**config.mk**
```make
export PLATFORM = sky130hd
export DESIGN_NAME = menshen_axil_ctrl_regs_flat
export DESIGN_NICKNAME = d
export VERILOG_FILES = /design/src/rtl/menshen_axil_ctrl_regs_pkg.sv /design/src/rtl/menshen_axil_ctrl_regs_if.sv /design/src/rtl/menshen_sat_counter.sv /design/src/rtl/menshen_axil_ctrl_regs.sv /design/src/flat_wrapper.sv
export SDC_FILE = /design/constraint.sdc
export NUM_CORES = 1
export LEC_CHECK = 0
export CORE_MARGIN = 2
export CORE_UTILIZATION = 40
export DETAILED_ROUTE_END_ITERATION = 8
export GPL_ROUTABILITY_DRIVEN = 0
export SLEW_MARGIN = 15
export SYNTH_ARGS = -nofsm -noshare
export SYNTH_HDL_FRONTEND = slang
export SYNTH_HIERARCHICAL = 1
export SYNTH_SLANG_ARGS = --single-unit
```
**constraint.sdc**
```tcl
create_clock -name axil_aclk -period 2.53 [get_ports axil_aclk]
set_clock_uncertainty 0.05 [all_clocks]
set_input_delay 0.506 -clock axil_aclk [delete_from_list [all_inputs] [get_ports axil_aclk]]
set_output_delay 0.506 -clock axil_aclk [all_outputs]
set_load 0.02 [all_outputs]
```
**src/rtl/menshen_axil_ctrl_regs_pkg.sv**
```systemverilog
// Shared definitions for the Menshen AXI-Lite control register block: register offsets,
// AXI response codes, CTRL bit positions and the address decoder used by both channels.
// No ports (package).
package menshen_axil_pkg;

  localparam logic [31:0] OFF_ID      = 32'h0000_0000;
  localparam logic [31:0] OFF_CTRL    = 32'h0000_1000;
  localparam logic [31:0] OFF_STATUS  = 32'h0000_1004;
  localparam logic [31:0] OFF_RX_CNT  = 32'h0000_1008;
  localparam logic [31:0] OFF_TX_CNT  = 32'h0000_100C;
  localparam logic [31:0] OFF_DROP    = 32'h0000_1010;
  localparam logic [31:0] OFF_SCRATCH = 32'h0000_1014;

  localparam logic [1:0] RESP_OKAY   = 2'b00;
  localparam logic [1:0] RESP_SLVERR = 2'b10;

  localparam int unsigned CTRL_ENABLE_BIT     = 0;
  localparam int unsigned CTRL_DROP_ALL_BIT   = 1;
  localparam int unsigned CTRL_STAT_CLEAR_BIT = 2;

  typedef enum logic [2:0] {
    RegId, RegCtrl, RegStatus, RegRx, RegTx, RegDrop, RegScratch, RegNone
  } reg_sel_e;

  // Only bits [dec_w-1:2] take part; byte-lane bits and upper bits are don't-care.
  function automatic reg_sel_e decode(input logic [31:0] addr, input int unsigned dec_w);
    logic [31:0] mask;
    reg_sel_e    sel;
    mask = ((32'd1 << dec_w) - 32'd1) & 32'hFFFF_FFFC;
    case (addr & mask)
      OFF_ID:      sel = RegId;
      OFF_CTRL:    sel = RegCtrl;
      OFF_STATUS:  sel = RegStatus;
      OFF_RX_CNT:  sel = RegRx;
      OFF_TX_CNT:  sel = RegTx;
      OFF_DROP:    sel = RegDrop;
      OFF_SCRATCH: sel = RegScratch;
      default:     sel = RegNone;
    endcase
    return sel;
  endfunction

endpackage

```
**src/rtl/menshen_axil_ctrl_regs_if.sv**
```systemverilog
// AXI4-Lite bus bundle (no wstrb, no prot). master drives valid/addr/data/ready-for-response,
// slave drives ready/response/read data.
interface menshen_axil_ctrl_regs_if #(
  parameter int unsigned ADDR_W = 32
);
  logic              awvalid;
  logic [ADDR_W-1:0] awaddr;
  logic              awready;
  logic              wvalid;
  logic [31:0]       wdata;
  logic              wready;
  logic              bvalid;
  logic [1:0]        bresp;
  logic              bready;
  logic              arvalid;
  logic [ADDR_W-1:0] araddr;
  logic              arready;
  logic              rvalid;
  logic [31:0]       rdata;
  logic [1:0]        rresp;
  logic              rready;

  modport master (
    output awvalid, awaddr, wvalid, wdata, bready, arvalid, araddr, rready,
    input  awready, wready, bvalid, bresp, arready, rvalid, rdata, rresp
  );

  modport slave (
    input  awvalid, awaddr, wvalid, wdata, bready, arvalid, araddr, rready,
    output awready, wready, bvalid, bresp, arready, rvalid, rdata, rresp
  );
endinterface

```
**src/rtl/menshen_sat_counter.sv**
```systemverilog
// Saturating event counter: clk, rst_n (async active-low), inc (+1), clr (zero, wins over
// inc), cnt (current value). Holds at all-ones instead of wrapping.
module menshen_sat_counter #(
  parameter int unsigned WIDTH = 32
) (
  input  logic             clk,
  input  logic             rst_n,
  input  logic             inc,
  input  logic             clr,
  output logic [WIDTH-1:0] cnt
);
  logic [WIDTH-1:0] cnt_q;

  always_ff @(posedge clk or negedge rst_n) begin
    if (!rst_n) begin
      cnt_q <= '0;
    end else if (clr) begin
      cnt_q <= '0;
    end else if (inc && (cnt_q != '1)) begin
      cnt_q <= cnt_q + WIDTH'(1);
    end
  end

  assign cnt = cnt_q;
endmodule

```
**src/rtl/menshen_axil_ctrl_regs.sv**
```systemverilog
// AXI4-Lite control/status registers for the Menshen datapath.
// Ports: axil_aclk/axil_aresetn (clock, async active-low reset); s_axil (AXI-Lite slave);
// ev_rx_pkt/ev_tx_pkt/ev_drop_pkt (event pulses feeding saturating counters);
// ctrl_enable/ctrl_drop_all (static CTRL bits); stat_clear (one-cycle counter clear pulse).
module menshen_axil_ctrl_regs
  import menshen_axil_pkg::*;
#(
  parameter int unsigned ADDR_W   = 32,
  parameter int unsigned DEC_W    = 13,
  parameter logic [31:0] ID_VALUE = 32'h4D53_0001
) (
  input  logic                    axil_aclk,
  input  logic                    axil_aresetn,
  menshen_axil_ctrl_regs_if.slave s_axil,
  input  logic                    ev_rx_pkt,
  input  logic                    ev_tx_pkt,
  input  logic                    ev_drop_pkt,
  output logic                    ctrl_enable,
  output logic                    ctrl_drop_all,
  output logic                    stat_clear
);

  // Keeps every ready low while reset is asserted and releases them one cycle later.
  logic              live_q;
  logic              aw_held_q, w_held_q, bvalid_q;
  logic [ADDR_W-1:0] aw_addr_q;
  logic [31:0]       w_data_q;
  logic [1:0]        bresp_q;
  logic              en_q, drop_q;
  logic [31:0]       scratch_q;
  logic              rvalid_q;
  logic [31:0]       rdata_q;
  logic [1:0]        rresp_q;
  logic [31:0]       rx_cnt, tx_cnt, drop_cnt;
  logic              wr_commit;
  reg_sel_e          wr_sel, rd_sel;
  logic [31:0]       rd_word;
  logic [1:0]        rd_resp;

  assign wr_commit = aw_held_q & w_held_q;
  assign wr_sel    = decode(32'(aw_addr_q), DEC_W);
  assign rd_sel    = decode(32'(s_axil.araddr), DEC_W);

  assign s_axil.awready = live_q & ~aw_held_q & ~bvalid_q;
  assign s_axil.wready  = live_q & ~w_held_q & ~bvalid_q;
  assign s_axil.bvalid  = bvalid_q;
  assign s_axil.bresp   = bresp_q;
  assign s_axil.arready = live_q & ~rvalid_q;
  assign s_axil.rvalid  = rvalid_q;
  assign s_axil.rdata   = rdata_q;
  assign s_axil.rresp   = rresp_q;

  assign ctrl_enable   = en_q;
  assign ctrl_drop_all = drop_q;
  assign stat_clear    = wr_commit & (wr_sel == RegCtrl) & w_data_q[CTRL_STAT_CLEAR_BIT];

  always_ff @(posedge axil_aclk or negedge axil_aresetn) begin
    if (!axil_aresetn) begin
      live_q <= 1'b0;
    end else begin
      live_q <= 1'b1;
    end
  end

  // Write channel: AW and W are latched independently; commit once both are held.
  always_ff @(posedge axil_aclk or negedge axil_aresetn) begin
    if (!axil_aresetn) begin
      aw_held_q <= 1'b0;
      w_held_q  <= 1'b0;
      aw_addr_q <= '0;
      w_data_q  <= '0;
      bvalid_q  <= 1'b0;
      bresp_q   <= RESP_OKAY;
      en_q      <= 1'b0;
      drop_q    <= 1'b0;
      scratch_q <= '0;
    end else begin
      if (s_axil.awvalid && s_axil.awready) begin
        aw_held_q <= 1'b1;
        aw_addr_q <= s_axil.awaddr;
      end
      if (s_axil.wvalid && s_axil.wready) begin
        w_held_q <= 1'b1;
        w_data_q <= s_axil.wdata;
      end
      if (wr_commit) begin
        aw_held_q <= 1'b0;
        w_held_q  <= 1'b0;
        bvalid_q  <= 1'b1;
        bresp_q   <= (wr_sel == RegNone) ? RESP_SLVERR : RESP_OKAY;
        case (wr_sel)
          RegCtrl: begin
            en_q   <= w_data_q[CTRL_ENABLE_BIT];
            drop_q <= w_data_q[CTRL_DROP_ALL_BIT];
          end
          RegScratch: scratch_q <= w_data_q;
          default: ;
        endcase
      end else if (bvalid_q && s_axil.bready) begin
        bvalid_q <= 1'b0;
      end
    end
  end

  always_comb begin
    rd_word = '0;
    rd_resp = RESP_OKAY;
    case (rd_sel)
      RegId:              rd_word = ID_VALUE;
      RegCtrl, RegStatus: rd_word = {30'b0, drop_q, en_q};
      RegRx:              rd_word = rx_cnt;
      RegTx:              rd_word = tx_cnt;
      RegDrop:            rd_word = drop_cnt;
      RegScratch:         rd_word = scratch_q;
      default:            rd_resp = RESP_SLVERR;
    endcase
  end

  // Read channel: sampling register state at the accept edge gives old-value semantics for
  // a write committing on that same edge.
  always_ff @(posedge axil_aclk or negedge axil_aresetn) begin
    if (!axil_aresetn) begin
      rvalid_q <= 1'b0;
      rdata_q  <= '0;
      rresp_q  <= RESP_OKAY;
    end else if (s_axil.arvalid && s_axil.arready) begin
      rvalid_q <= 1'b1;
      rdata_q  <= rd_word;
      rresp_q  <= rd_resp;
    end else if (rvalid_q && s_axil.rready) begin
      rvalid_q <= 1'b0;
    end
  end

  menshen_sat_counter #(.WIDTH(32)) u_rx_cnt (
    .clk(axil_aclk), .rst_n(axil_aresetn), .inc(ev_rx_pkt), .clr(stat_clear), .cnt(rx_cnt)
  );
  menshen_sat_counter #(.WIDTH(32)) u_tx_cnt (
    .clk(axil_aclk), .rst_n(axil_aresetn), .inc(ev_tx_pkt), .clr(stat_clear), .cnt(tx_cnt)
  );
  menshen_sat_counter #(.WIDTH(32)) u_drop_cnt (
    .clk(axil_aclk), .rst_n(axil_aresetn), .inc(ev_drop_pkt), .clr(stat_clear),
    .cnt(drop_cnt)
  );

endmodule
```
**src/flat_wrapper.sv**
```systemverilog
// flat-port wrapper written by rule: the top's interface ports become plain ports
module menshen_axil_ctrl_regs_flat import menshen_axil_pkg::*;
#(
  parameter int unsigned ADDR_W   = 32,
  parameter int unsigned DEC_W    = 13,
  parameter logic [31:0] ID_VALUE = 32'h4D53_0001
)
  (axil_aclk, axil_aresetn, ev_rx_pkt, ev_tx_pkt, ev_drop_pkt, ctrl_enable, ctrl_drop_all, stat_clear, s_axil_awvalid, s_axil_awaddr, s_axil_wvalid, s_axil_wdata, s_axil_bready, s_axil_arvalid, s_axil_araddr, s_axil_rready, s_axil_awready, s_axil_wready, s_axil_bvalid, s_axil_bresp, s_axil_arready, s_axil_rvalid, s_axil_rdata, s_axil_rresp);
  menshen_axil_ctrl_regs_if #(.ADDR_W(ADDR_W)) s_axil_i ();
  input  logic axil_aclk;
  input  logic axil_aresetn;
  input  logic ev_rx_pkt;
  input  logic ev_tx_pkt;
  input  logic ev_drop_pkt;
  output logic ctrl_enable;
  output logic ctrl_drop_all;
  output logic stat_clear;
  input wire logic [$bits(s_axil_i.awvalid)-1:0] s_axil_awvalid;
  input wire logic [$bits(s_axil_i.awaddr)-1:0] s_axil_awaddr;
  input wire logic [$bits(s_axil_i.wvalid)-1:0] s_axil_wvalid;
  input wire logic [$bits(s_axil_i.wdata)-1:0] s_axil_wdata;
  input wire logic [$bits(s_axil_i.bready)-1:0] s_axil_bready;
  input wire logic [$bits(s_axil_i.arvalid)-1:0] s_axil_arvalid;
  input wire logic [$bits(s_axil_i.araddr)-1:0] s_axil_araddr;
  input wire logic [$bits(s_axil_i.rready)-1:0] s_axil_rready;
  output wire logic [$bits(s_axil_i.awready)-1:0] s_axil_awready;
  output wire logic [$bits(s_axil_i.wready)-1:0] s_axil_wready;
  output wire logic [$bits(s_axil_i.bvalid)-1:0] s_axil_bvalid;
  output wire logic [$bits(s_axil_i.bresp)-1:0] s_axil_bresp;
  output wire logic [$bits(s_axil_i.arready)-1:0] s_axil_arready;
  output wire logic [$bits(s_axil_i.rvalid)-1:0] s_axil_rvalid;
  output wire logic [$bits(s_axil_i.rdata)-1:0] s_axil_rdata;
  output wire logic [$bits(s_axil_i.rresp)-1:0] s_axil_rresp;
  assign s_axil_i.awvalid = s_axil_awvalid;
  assign s_axil_i.awaddr = s_axil_awaddr;
  assign s_axil_i.wvalid = s_axil_wvalid;
  assign s_axil_i.wdata = s_axil_wdata;
  assign s_axil_i.bready = s_axil_bready;
  assign s_axil_i.arvalid = s_axil_arvalid;
  assign s_axil_i.araddr = s_axil_araddr;
  assign s_axil_i.rready = s_axil_rready;
  assign s_axil_awready = s_axil_i.awready;
  assign s_axil_wready = s_axil_i.wready;
  assign s_axil_bvalid = s_axil_i.bvalid;
  assign s_axil_bresp = s_axil_i.bresp;
  assign s_axil_arready = s_axil_i.arready;
  assign s_axil_rvalid = s_axil_i.rvalid;
  assign s_axil_rdata = s_axil_i.rdata;
  assign s_axil_rresp = s_axil_i.rresp;
  menshen_axil_ctrl_regs #(.ADDR_W(ADDR_W), .DEC_W(DEC_W), .ID_VALUE(ID_VALUE)) u_core (.axil_aclk(axil_aclk), .axil_aresetn(axil_aresetn), .s_axil(s_axil_i), .ev_rx_pkt(ev_rx_pkt), .ev_tx_pkt(ev_tx_pkt), .ev_drop_pkt(ev_drop_pkt), .ctrl_enable(ctrl_enable), .ctrl_drop_all(ctrl_drop_all), .stat_clear(stat_clear));
endmodule
```
# ---- Word level (Yosys, flattened, before mapping)
# Index checks and enable logic that the tools add are counted.
dict set report classes {
  addsub 3
  eq_ne 24
  mux 19
  bitwise_logic 12
  reduce_logical 22
}
# cell count
set ops {}
lappend ops {{$mux 32} 6}
lappend ops {{$pmux 32 s6} 1}
lappend ops {{$eq 11x11->1 const B} 12}
lappend ops {{$add 32x1->32 const B} 3}
lappend ops {{$ne 32x32->1 const B} 3}
lappend ops {{$logic_not 32->1} 2}
lappend ops {{$pmux 3 s7} 2}
lappend ops {{$eq 3x3->1 const B} 5}
lappend ops {{$reduce_bool 2->1} 7}
lappend ops {{$and 1x1->1} 8}
lappend ops {{$logic_and 1x1->1} 8}
lappend ops {{$mux 1} 8}
lappend ops {{$reduce_or 7->1} 1}
lappend ops {{$eq 3x1->1 const B} 2}
lappend ops {{$eq 3x2->1 const B} 2}
lappend ops {{$mux 2} 2}
lappend ops {{$not 1->1} 4}
lappend ops {{$reduce_and 2->1} 2}
lappend ops {{$logic_not 3->1} 1}
lappend ops {{$reduce_or 2->1} 1}
dict set report totals {
  register_bits 216
  input_bits 106
  out_inout_bits 44
  word_cells 96
}

# ---- Logic depth before layout (Yosys ltp)
# Gate-level depths: netlist of run 1.
dict set report logic_depth {
  word_depth 6
  ltp_mapped 8
  depth_no_buf 6
}

# ---- Hierarchy
# Netlist of run 1, hierarchy kept.
# mod instances cells_per_inst area_per_inst_um2 seq_area_each_um2
set by_module_without_submodules {}
lappend by_module_without_submodules {menshen_axil_ctrl_regs 1 435 5736.8 2902.8}
lappend by_module_without_submodules {menshen_sat_counter 3 198 1854.3 800.8}

# ---- Worst setup path after synthesis of run 1
# OpenSTA, ideal clock, no wires.
dict set report synth_timing {
  path_type {register -> register}
  from {register u_core.aw_addr_q[9]}
  to {register u_core.u_drop_cnt.cnt_q[20] (netlist: u_core/u_drop_cnt/cnt[20])}
  setup_time_ps 132
  arrival_ps 2019
  required_ps 2348
  slack_ps 329
  path_stages_with_launch 7
  n_path_buf 2
  synth_period_minus_slack_ps 2201
  path_cell_list {dfrtp_1 -> nor4_4 -> and4_1 -> and3_1 -> clkbuf_1 -> clkbuf_1 -> nor2_1}
}
dict set report synth_between {
  elab_chain_len 6
  word_cells_on_any_way 13
  classes_between {7 x eq/ne; 2 x mux; 2 x bitwise; 2 x reduce/logical}
}
# item line_no
set synth_lines {}
lappend synth_lines {{start: declaration} menshen_axil_ctrl_regs.sv:26} ;# logic [ADDR_W-1:0] aw_addr_q;
lappend synth_lines {{start signal: assignment} menshen_axil_ctrl_regs.sv:80} ;# aw_addr_q <= s_axil.awaddr;
lappend synth_lines {{$logic_not 32->1 or $eq 11x11->1 (tied branches)} menshen_axil_ctrl_regs_pkg.sv:30} ;# case (addr & mask)
lappend synth_lines {{$pmux 3 s7 *} menshen_axil_ctrl_regs_pkg.sv:30}
lappend synth_lines {{$eq 3x1->1 *} menshen_axil_ctrl_regs.sv:55} ;# assign stat_clear = wr_commit & (wr_sel == RegCtrl) & w_data_q[CTRL_STAT_CLEAR_BIT];
lappend synth_lines {{$and 1x1->1 * (2 in series)} menshen_axil_ctrl_regs.sv:55}
lappend synth_lines {{named net stat_clear} flat_wrapper.sv:17} ;# output logic stat_clear;
lappend synth_lines {{$mux 32 or $reduce_bool 2->1 (tied branches)} --}
lappend synth_lines {{end signal: assignment} menshen_sat_counter.sv:20} ;# cnt_q <= cnt_q + WIDTH'(1);
lappend synth_lines {{end: declaration} menshen_sat_counter.sv:12} ;# logic [WIDTH-1:0] cnt_q;
# Mark *: on every way through the listed nets, which the timed path passes. The rest lies on a longest branch.
# A chain may end at the register's enable or synchronous reset.

# ---- Final worst setup path of run 1
dict set report layout_timing {
  from {register u_core.aw_addr_q[10]}
  to {output stat_clear}
}
dict set report layout_between {
  elab_chain_len 5
  word_cells_on_any_way 11
  classes_between {7 x eq/ne; 1 x mux; 2 x bitwise; 1 x reduce/logical}
}
# item line_no
set layout_lines {}
lappend layout_lines {{$logic_not 32->1 or $eq 11x11->1 (tied branches)} menshen_axil_ctrl_regs_pkg.sv:30}
lappend layout_lines {{$pmux 3 s7 *} menshen_axil_ctrl_regs_pkg.sv:30}
lappend layout_lines {{$eq 3x1->1 *} menshen_axil_ctrl_regs.sv:55}
lappend layout_lines {{$and 1x1->1 * (2 in series)} menshen_axil_ctrl_regs.sv:55}
lappend layout_lines {{end: declaration} flat_wrapper.sv:17}
# Mark *: on every way between the ends. The rest lies on a longest branch, timed or not.

==> results.ini, run 1 <==
[status]
status=complete, no violations

[placement]
io_buffers=105
hpwl_um=21500
preCtsSetupSlack_ns=0.0168
dp_cells=1515

[synthesis]
synth_area_per_cell_um2=11.0
netlist.area_leader.share=0.469
yosysUniqueCellTypes=66
synth_common_cells=dfrtp_1 (212), nor2_1 (86), mux2_2 (60)
synthArstFlopShare=1.00
netlist_area_um2=11300
yosys.area.top_type=dfrtp_1
ys.flop_type=dfrtp_1
ys_ff_latch=212
netlist_instances=1029
synth_edf_count=0
synth_warnings=6
yosysMostFrequentCell=dfrtp_1
ys_seq_area_frac=0.469
ys_top_cells_by_area=dfrtp_1 (47%), mux2_2 (6.0%), mux2_4 (4.4%)

[clock_tree]
cts_root_buf=clkbuf_16
clock-sinks=212
cts.clk_slew.worst_paths_ns=0.06
cts_buffer_depth=3
htreeDepth=1
clkLatencyLatePin_ns=0.53
cts_made_buffers=25
cts_tree=yes

[power_and_ir_drop]
irDropWorstVdd_mv=0.474
p_total_mw=10.4
powerDensity_nw_per_um2=746
p_leak_nw=6.01

[global_routing]
grt.met1_usage=0.298
grt_first_pass_wirelength_um=46200
antenna_found_initial=0
use_met2=0.304
grt_start_max_net_pins=105
busiest_layer=met2
grt.met3_usage=0.0252
grt_usage=0.201
overflow=0
first_global_vias=8108

[floorplanning]
dieArea_um2=29600
fp.coreArea_um2=27800
die_height_um=172
rows=61
start_util=0.407
ios=150
die_x_um=172

[layout]
antenna_cells=0
drive_gt1_frac=0.198
nNetsFinal=1274
area_delta_synth_final_pct=22.9
fin_cells=1562

[drt]
drt_iter0_markers=642
drc=0
vias=8549
routed_wl_um=29600
postRouteAntennaNets=0
drtPass1Iterations=5
avgViaCountPerCell=5.47
wl_per_cell_um=19.0

[setup_path]
cp.arrival_ns=1.89
startpoint_type=flip-flop
critical_path.max_fanout=2
critPathKind=flip-flop to output pin
end_kind=output pin
cp.required_ns=1.97

[sta]
finalWorstSetupSlack_ns=0.0863
finalHoldViolCount=0
period_needed_ns=2.44
slew_headroom=0.506
tightest_slew_ns=0.734
setup_violations=0
fin_tns_setup_ns=0
max_clock_freq_ghz=0.409
finalCritPeriodShare=0.966
finalMaxSlewViolations=0
grt_setup_unrepaired=false

[hold_path]
hold_class=input port to flip-flop

[job]
drv_cap=0

==> stage by stage <==
stage / util / hold WS, ns / instance area, um^2
6_report: 0.500 / 0.376 / 13900
5_1_grt: 0.500 / 0.398 / 13900
4_1_cts: 0.500 / 0.357 / 13900
3_5_place_dp: 0.468 / 0.427 / 13000
3_3_place_gp: 0.468 / 0.426 / 13000
2_1_floorplan: - / 0.160 / 11300
==> worst max-delay path, cell delays in order, from the launching register on <==
cell and delay (ns):
dfrtp_1 0.41, nor4_4 0.32, and4_1 0.25, and3_4 0.23, buf_4 0.15
==> layer usage <==
metal,vias up,share of wire
li1,4067,-
met3,42,0.056
met4,0,0.029
met2,243,0.44
met1,4197,0.48
met5,-,0
==> report_power, final <==
group          leakage (nW)  switching (mW)  internal [mW]
Clock                 0.430            1.45           2.30
Combinational          2.84           0.906           1.09
Sequential             2.74           0.603           4.00
==> cell usage in the layout, fill, tap and decap left out, types with 8 or more instances in the layout <==
master,n
clkbuf_16,25
buf_12,8
or4_1,9
nand2b_1,8
nand2_1,39
a21oi_1,34
and3_1,22
nand4_1,19
mux2_2,60
nor4_1,12
a211oi_1,15
inv_1,37
or3_1,15
o31ai_1,9
o22ai_1,24
mux2_4,33
nor2b_1,22
a21o_1,11
and2_1,19
a22o_1,31
dfrtp_1,212
nor3_1,20
buf_4,48
nor2_1,86
clkdlybuf4s50_1,102
nand3_1,41
xor2_1,9
o21ai_0,17
mux2i_1,48
xnor2_1,31
==> sequential cells by signal, indices dropped and copies added (netlist names), 11 cells and up <==
signal                 flops
u_core/aw_addr_q          11
u_core/s_axil.rdata       32
u_core/scratch_q          32
u_core/u_drop_cnt/cnt     32
u_core/u_rx_cnt/cnt       32
u_core/u_tx_cnt/cnt       32
u_core/w_data_q           32
==> final cells by class <==
cell class / instances / area (um^2)
timing repair buffer: 161 / 1570
multi-input combinational: 728 / 5530
sequential: 212 / 5310
tap: 378 / 473
fill: 2556 / 13900
inverter: 37 / 139
clock buffer: 35 / 723
clock inverter: 11 / 138
==> worst paths after layout <==
path,start,end,slack (ns),cells past startpoint
worst min register to register,u_core/w_data_q[19]$_DFFE_PN0P_,u_core/scratch_q[19]$_DFFE_PN0P_,0.44,1
max in group asynchronous,axil_aresetn,u_core/aw_addr_q[5]$_DFFE_PN0P_,1.32,3
worst max register to register,u_core/aw_addr_q[10]$_DFFE_PN0P_,u_core/u_tx_cnt/cnt[8]$_DFFE_PN0P_,0.28,7
worst max-delay path,u_core/aw_addr_q[10]$_DFFE_PN0P_,stat_clear,0.09,4
min in group asynchronous,axil_aresetn,u_core/u_rx_cnt/cnt[21]$_DFFE_PN0P_,0.44,2
worst min-delay path,s_axil_araddr[2],u_core/s_axil.rdata[30]$_DFFE_PN0P_,0.38,3
==> logic make-up after synthesis <==
kind of cell	after synthesis	share of synthesized area
and+or+nand+nor	355	0.186
DFF	212	0.469
AOI/OAI and AO/OA	184	0.120
muxes	143	0.148
buffers and inverters	90	0.0416
xor gates and xnor gates	40	0.0310
adders and majority gates	3	0.00332
other	2	0.000665
==> repair_timing <==
action                                  4_1_cts  5_1_grt
pin swaps                                     1        2
buffers inserted                              0        0
cloned                                        0        0
endpoints found under the setup margin        1        1
gates resized for setup                       4        1
hold buffers                                  1        0
endpoints found under the hold margin        53        0
(Power assumes the default switching activity.)
==> run 2, diff against run 1 <==
--- a/config.mk
+++ b/config.mk
@@ -12,5 +12,4 @@
 export SLEW_MARGIN = 15
 export SYNTH_ARGS = -nofsm -noshare
 export SYNTH_HDL_FRONTEND = slang
-export SYNTH_HIERARCHICAL = 1
 export SYNTH_SLANG_ARGS = --single-unit
==> results.ini, run 2 <==
[status]
status=finished with violations
violations=setup timing

[synthesis]
netlist.area_leader.share=0.505  ; +0.0360
ys_ff_latch=212  ; unchanged
synth_warnings=0  ; -6
netlist_area_um2=10500  ; -7.1%
ys_seq_area_frac=0.505  ; +0.0360
yosysUniqueCellTypes=68  ; +3.0%
ys.flop_type=dfrtp_1
ys_top_cells_by_area=dfrtp_1 (51%), mux2_2 (8.3%), o21ai_0 (3.7%)
synth_common_cells=dfrtp_1 (212), mux2_2 (77), o21ai_0 (77)
netlist_instances=1011  ; -1.7%
synth_area_per_cell_um2=10.4  ; -5.5%
synth_edf_count=0  ; unchanged
yosysMostFrequentCell=dfrtp_1
synthArstFlopShare=1.00  ; unchanged
yosys.area.top_type=dfrtp_1

[clock_tree]
clock-sinks=212  ; unchanged
cts_tree=yes
cts.clk_slew.worst_paths_ns=0.06  ; about the same
cts_made_buffers=24  ; -4.0%
cts_buffer_depth=3  ; unchanged
htreeDepth=1  ; unchanged
clkLatencyLatePin_ns=0.51  ; -0.02 ns
cts_root_buf=clkbuf_16

[sta]
slew_headroom=0.472  ; -0.0347
grt_setup_unrepaired=true
setup_violations=48  ; +48
finalHoldViolCount=0  ; unchanged
fin_tns_setup_ns=-0.946  ; -0.946 ns
finalCritPeriodShare=1.10  ; +0.132
period_needed_ns=2.78  ; +0.335 ns
finalMaxSlewViolations=0  ; unchanged
tightest_slew_ns=0.792  ; +0.0581 ns
max_clock_freq_ghz=0.360  ; -12%
finalWorstSetupSlack_ns=-0.249  ; -0.335 ns

[layout]
final_util=0.520  ; +0.0199
area_delta_synth_final_pct=28.3
mostFrequentLayoutCells=dfrtp_1 (212), clkdlybuf4s50_1 (103), buf_4 (90)
nNetsFinal=1291  ; +1.3%
antenna_cells=0  ; unchanged
drive_gt1_frac=0.199  ; +0.00170
layout_commonest_cell=dfrtp_1

[setup_path]
slowest_delay_ns=0.55  ; +0.14 ns
crit_slowest_cell=or4_4
rr_worst_depth=6  ; -1
critical_path.max_fanout=2  ; unchanged
path_buf_inv=1  ; unchanged
cp.arrival_ns=2.22  ; +0.33 ns
crit_family=simple AND/OR/NAND/NOR gates
critPathKind=flip-flop to output pin
startpoint_type=flip-flop
end_kind=output pin
cp.required_ns=1.97  ; about the same
crit_cells=5  ; +1
path_cells=or4_4 -> nor3_4 -> and4b_2 -> and2_4 -> buf_6

[placement]
hpwl_um=21500  ; +0.17%
io_buffers=105  ; unchanged
preCtsSetupSlack_ns=-0.404  ; -0.421 ns

[hold_path]
hold_depth=1  ; -2
hold_class=flip-flop to flip-flop

[drt]
routed_wl_um=29800  ; +0.46%
wl_per_cell_um=19.4  ; +2.3%
drt_iter0_markers=875  ; +36%
drc=0  ; unchanged
vias=9012  ; +5.4%
postRouteAntennaNets=0  ; unchanged
avgViaCountPerCell=5.87  ; +7.3%
drtPass1Iterations=5  ; unchanged

[floorplanning]
fp.coreArea_um2=25900  ; -6.7%
dieArea_um2=27500  ; -7.0%
rows=59  ; -3.3%
die_height_um=166  ; -3.5%
start_util=0.405  ; -0.00169
ios=150  ; unchanged
die_x_um=166  ; -3.5%

[power_and_ir_drop]
powerDensity_nw_per_um2=734  ; -1.6%
irDropWorstVdd_mv=0.688  ; +45%
p_leak_nw=5.51  ; -8.3%

[global_routing]
antenna_found_initial=0  ; unchanged
first_global_vias=8785  ; +8.3%
grt_start_max_net_pins=65  ; -38%
grt_usage=0.214  ; +0.0129
grt_first_pass_wirelength_um=47900  ; +3.6%
overflow=0  ; unchanged

[job]
drv_cap=0  ; unchanged

-- run 2: cell types whose count changed after synthesis, sizes merged, moves of 29 or more --
cell and change:
nor2 -37, o21ai +58, a22o -31, mux2i -43, a21oi +29
-- run 2: final timing paths --
| kind | start | to | slack (ns) |
|---|---|---|---|
| worst min-delay path | u_core.aw_addr_q[7]$_DFFE_PN0P_ | u_core.aw_addr_q[7]$_DFFE_PN0P_ | 0.45 |
| worst max register to register | u_core.aw_addr_q[5]$_DFFE_PN0P_ | u_core.u_rx_cnt.cnt[9]$_DFFE_PN0P_ | -0.05 |
| min in group asynchronous | axil_aresetn | u_core.u_drop_cnt.cnt[7]$_DFFE_PN0P_ | 0.46 |
| max in group asynchronous | axil_aresetn | u_core.s_axil.rdata[28]$_DFFE_PN0P_ | 1.26 |
| worst min register to register | u_core.aw_addr_q[7]$_DFFE_PN0P_ | u_core.aw_addr_q[7]$_DFFE_PN0P_ | 0.45 |
| worst max-delay path | u_core.aw_addr_q[5]$_DFFE_PN0P_ | stat_clear | -0.25 |
-- run 2: per-layer routing --
layer,share of wire,track usage
met1,0.45,0.302
met2,0.47,0.346
met3,0.055,0.0319
met4,0.022,0.0552
met5,0,0
-- run 2: cell type report --
class	count	area, um^2
clock buffers	40	812
clock inverters	3	42.5
well taps	335	419
flip-flops and latches	212	5310
fillers	2320	12400
inverters	19	71.3
multi-input cells	719	4870
repair buffers	206	1940
-- run 2: cells by family (layout without fill, tap and decap cells) --
| group | Yosys count | count (layout) | share of synthesized area |
|---|---|---|---|
| adder cells (fa/ha/maj) | 3 | 3 | 0.00358 |
| AND/OR/NAND/NOR | 337 | 337 | 0.181 |
| flip-flops | 212 | 212 | 0.505 |
| AO/OA/AOI/OAI | 277 | 277 | 0.175 |
| XOR/XNOR | 17 | 17 | 0.0142 |
| buffers and inverters | 81 | 268 | 0.0331 |
| multiplexers | 82 | 82 | 0.0874 |
| other | 2 | 3 | 0.000716 |
-- run 2: power breakdown --
part	total, mW	internal, mW	leakage, nW	switching, mW
registers	4.55	4.01	2.72	0.541
logic	1.68	0.910	2.37	0.771
clock network	3.65	2.27	0.422	1.38
-- run 2: what timing repair did --
action | in CTS | in global routing
setup buffers | 1 | 1
resized for setup | 11 | 0
endpoints found under the setup margin | 65 | 65
pin swaps | 3 | 1
endpoints found under the hold margin | 43 | 0
hold buffers | 1 | 0
-- run 2: worst reg2reg max path, cell delays in order (launching register included) --
cell and delay (ns):
dfrtp_1 0.37, or4_4 0.56, nor3_4 0.14, and4b_2 0.32, and2_4 0.20, buf_4 0.65, a21oi_1 0.13
-- run 2: per-stage QoR --
step | cells | hold WS [ns] | instance area [um^2] | power [mW]
2_1_floorplan | 1012 | 0.160 | 10500 | 5.44
3_3_place_gp | 1488 | 0.432 | 12600 | 6.21
3_5_place_dp | 1488 | 0.440 | 12600 | 6.28
4_1_cts | 1533 | 0.453 | 13500 | 9.97
5_1_grt | 1534 | 0.471 | 13500 | 10.4
6_report | 1534 | 0.447 | 13500 | 9.88
==> run 3, diff against run 2 <==
--- a/config.mk
+++ b/config.mk
@@ -5,10 +5,12 @@
 export SDC_FILE = /design/constraint.sdc
 export NUM_CORES = 1
 export LEC_CHECK = 0
+export ABC_CLOCK_PERIOD_IN_PS = 2530
 export CORE_MARGIN = 2
 export CORE_UTILIZATION = 40
 export DETAILED_ROUTE_END_ITERATION = 8
 export GPL_ROUTABILITY_DRIVEN = 0
+export MAX_ROUTING_LAYER = met4
 export SLEW_MARGIN = 15
 export SYNTH_ARGS = -nofsm -noshare
 export SYNTH_HDL_FRONTEND = slang
==> results.ini, run 3 (synthesis gave the netlist of run 2 again) <==
[drt]
wl_per_cell_um=19.4  ; -0.27%
drtPass1Iterations=5  ; unchanged
avgViaCountPerCell=5.92  ; +0.73%
drt_iter0_markers=788  ; -9.9%
drc=0  ; unchanged
routed_wl_um=29700  ; -0.27%
vias=9078  ; +0.73%
postRouteAntennaNets=0  ; unchanged

[placement]
hpwl_um=21500  ; unchanged
io_buffers=105  ; unchanged
placed_area_um2=12600  ; unchanged
preCtsSetupSlack_ns=-0.404  ; unchanged

[clock_tree]
cts_made_buffers=24  ; unchanged
clock-sinks=212  ; unchanged
clkLatencyLatePin_ns=0.51  ; about the same
cts_tree=yes
cts.clk_slew.worst_paths_ns=0.06  ; about the same
cts_root_buf=clkbuf_16
htreeDepth=1  ; unchanged
cts_buffer_depth=3  ; unchanged

[sta]
slew_headroom=0.477  ; +0.00560
tightest_slew_ns=0.784  ; -0.00840 ns
max_clock_freq_ghz=0.360  ; about the same
finalHoldViolCount=0  ; unchanged
finalMaxSlewViolations=0  ; unchanged
finalCritPeriodShare=1.10  ; about the same
finalWorstSetupSlack_ns=-0.246  ; +0.00277 ns
grt_setup_unrepaired=true
period_needed_ns=2.78  ; -0.00277 ns
hold_slack_ns=0.447  ; -0.000144 ns
setup_violations=26  ; -46%

[power_and_ir_drop]
irDropWorstVdd_mv=0.689  ; +0.12%
p_leak_nw=5.51  ; unchanged
powerDensity_nw_per_um2=734  ; about the same
p_total_mw=9.88  ; about the same

[layout]
nNetsFinal=1291  ; unchanged
mostFrequentLayoutCells=dfrtp_1 (212), clkdlybuf4s50_1 (103), buf_4 (90)
final_util=0.520  ; unchanged
final_cell_area_um2=13500  ; unchanged
area_delta_synth_final_pct=28.3  ; unchanged
drive_gt1_frac=0.199  ; unchanged
antenna_cells=0  ; unchanged
layout_commonest_cell=dfrtp_1

[setup_path]
cp.arrival_ns=2.22  ; about the same
end_kind=output pin
startpoint_type=flip-flop
critPathKind=flip-flop to output pin
cp.required_ns=1.97  ; about the same
critical_path.max_fanout=2  ; unchanged

[global_routing]
overflow=0  ; unchanged
antenna_found_initial=0  ; unchanged
grt_start_max_net_pins=65  ; unchanged
first_global_vias=8770  ; -0.17%
grt_usage=0.220  ; +0.00673
grt_first_pass_wirelength_um=47900  ; about the same

[job]
drv_cap=0  ; unchanged

[hold_path]
hold_class=flip-flop to flip-flop

[floorplanning]
die_height_um=166  ; unchanged
die_x_um=166  ; unchanged
dieArea_um2=27500  ; unchanged
rows=59  ; unchanged
start_util=0.405  ; unchanged
fp.coreArea_um2=25900  ; unchanged
ios=150  ; unchanged

[status]
violations=setup timing
status=finished with violations

==> run 3: what timing repair did <==
| action | CTS | global route |
|---|---|---|
| setup buffers | 1 | 1 |
| setup endpoints to repair | 65 | 65 |
| gates resized for setup | 11 | 0 |
| hold buffers | 1 | 0 |
| pin swaps | 3 | 1 |
| endpoints found under the hold margin | 43 | 0 |
==> run 3: worst max-delay path, stage by stage (launching register included) <==
cell and delay (ns):
dfrtp_1 0.37, or4_4 0.55, nor3_4 0.14, and4b_2 0.32, and2_4 0.20, buf_6 0.12
==> run 3: worst paths after layout <==
kind / slack (ns) / startpoint / end / cells after the start
setup / recovery: -0.25 / u_core.aw_addr_q[5]$_DFFE_PN0P_ / stat_clear / 5
hold / removal: 0.45 / u_core.aw_addr_q[7]$_DFFE_PN0P_ / u_core.aw_addr_q[7]$_DFFE_PN0P_ / 1
setup reg to reg: -0.04 / u_core.aw_addr_q[5]$_DFFE_PN0P_ / u_core.u_rx_cnt.cnt[22]$_DFFE_PN0P_ / 6
hold reg to reg: 0.45 / u_core.aw_addr_q[7]$_DFFE_PN0P_ / u_core.aw_addr_q[7]$_DFFE_PN0P_ / 1
max in group asynchronous: 1.26 / axil_aresetn / u_core.s_axil.rdata[28]$_DFFE_PN0P_ / 3
min in group asynchronous: 0.46 / axil_aresetn / u_core.u_drop_cnt.cnt[7]$_DFFE_PN0P_ / 2
==> run 3: where the power goes <==
| part | internal, mW | leakage [nW] | switching, mW |
|---|---|---|---|
| clock | 2.27 | 0.422 | 1.38 |
| combinational | 0.910 | 2.37 | 0.772 |
| sequential | 4.01 | 2.72 | 0.539 |
==> run 3: layer usage <==
metal / wire length, um / share of wire / track usage / vias to the layer above
li1: - / - / - / 4230
met4: 629 / 0.021 / 0.0552 / 0
met2: 14100 / 0.47 / 0.346 / 287
met3: 1840 / 0.062 / 0.0310 / 46
met5: 0 / 0 / - / -
met1: 13100 / 0.44 / 0.303 / 4515
==> run 3: cell type report <==
type / instances / area [um^2]
clock buffers: 40 / 812
clock inverters: 3 / 42.5
fillers: 2320 / 12400
inverters: 19 / 71.3
multi-input cells: 719 / 4870
flip-flops and latches: 212 / 5310
well taps: 335 / 419
repair buffers: 206 / 1940
==> run 3: metrics by stage <==
stage / setup TNS (ns) / std cells
after floorplan: 0 / 1012
after global placement: -19.94 / 1488
after detailed placement: -21.67 / 1488
after CTS: -1.36 / 1533
after global routing: -7.71 / 1534
final: -0.618 / 1534
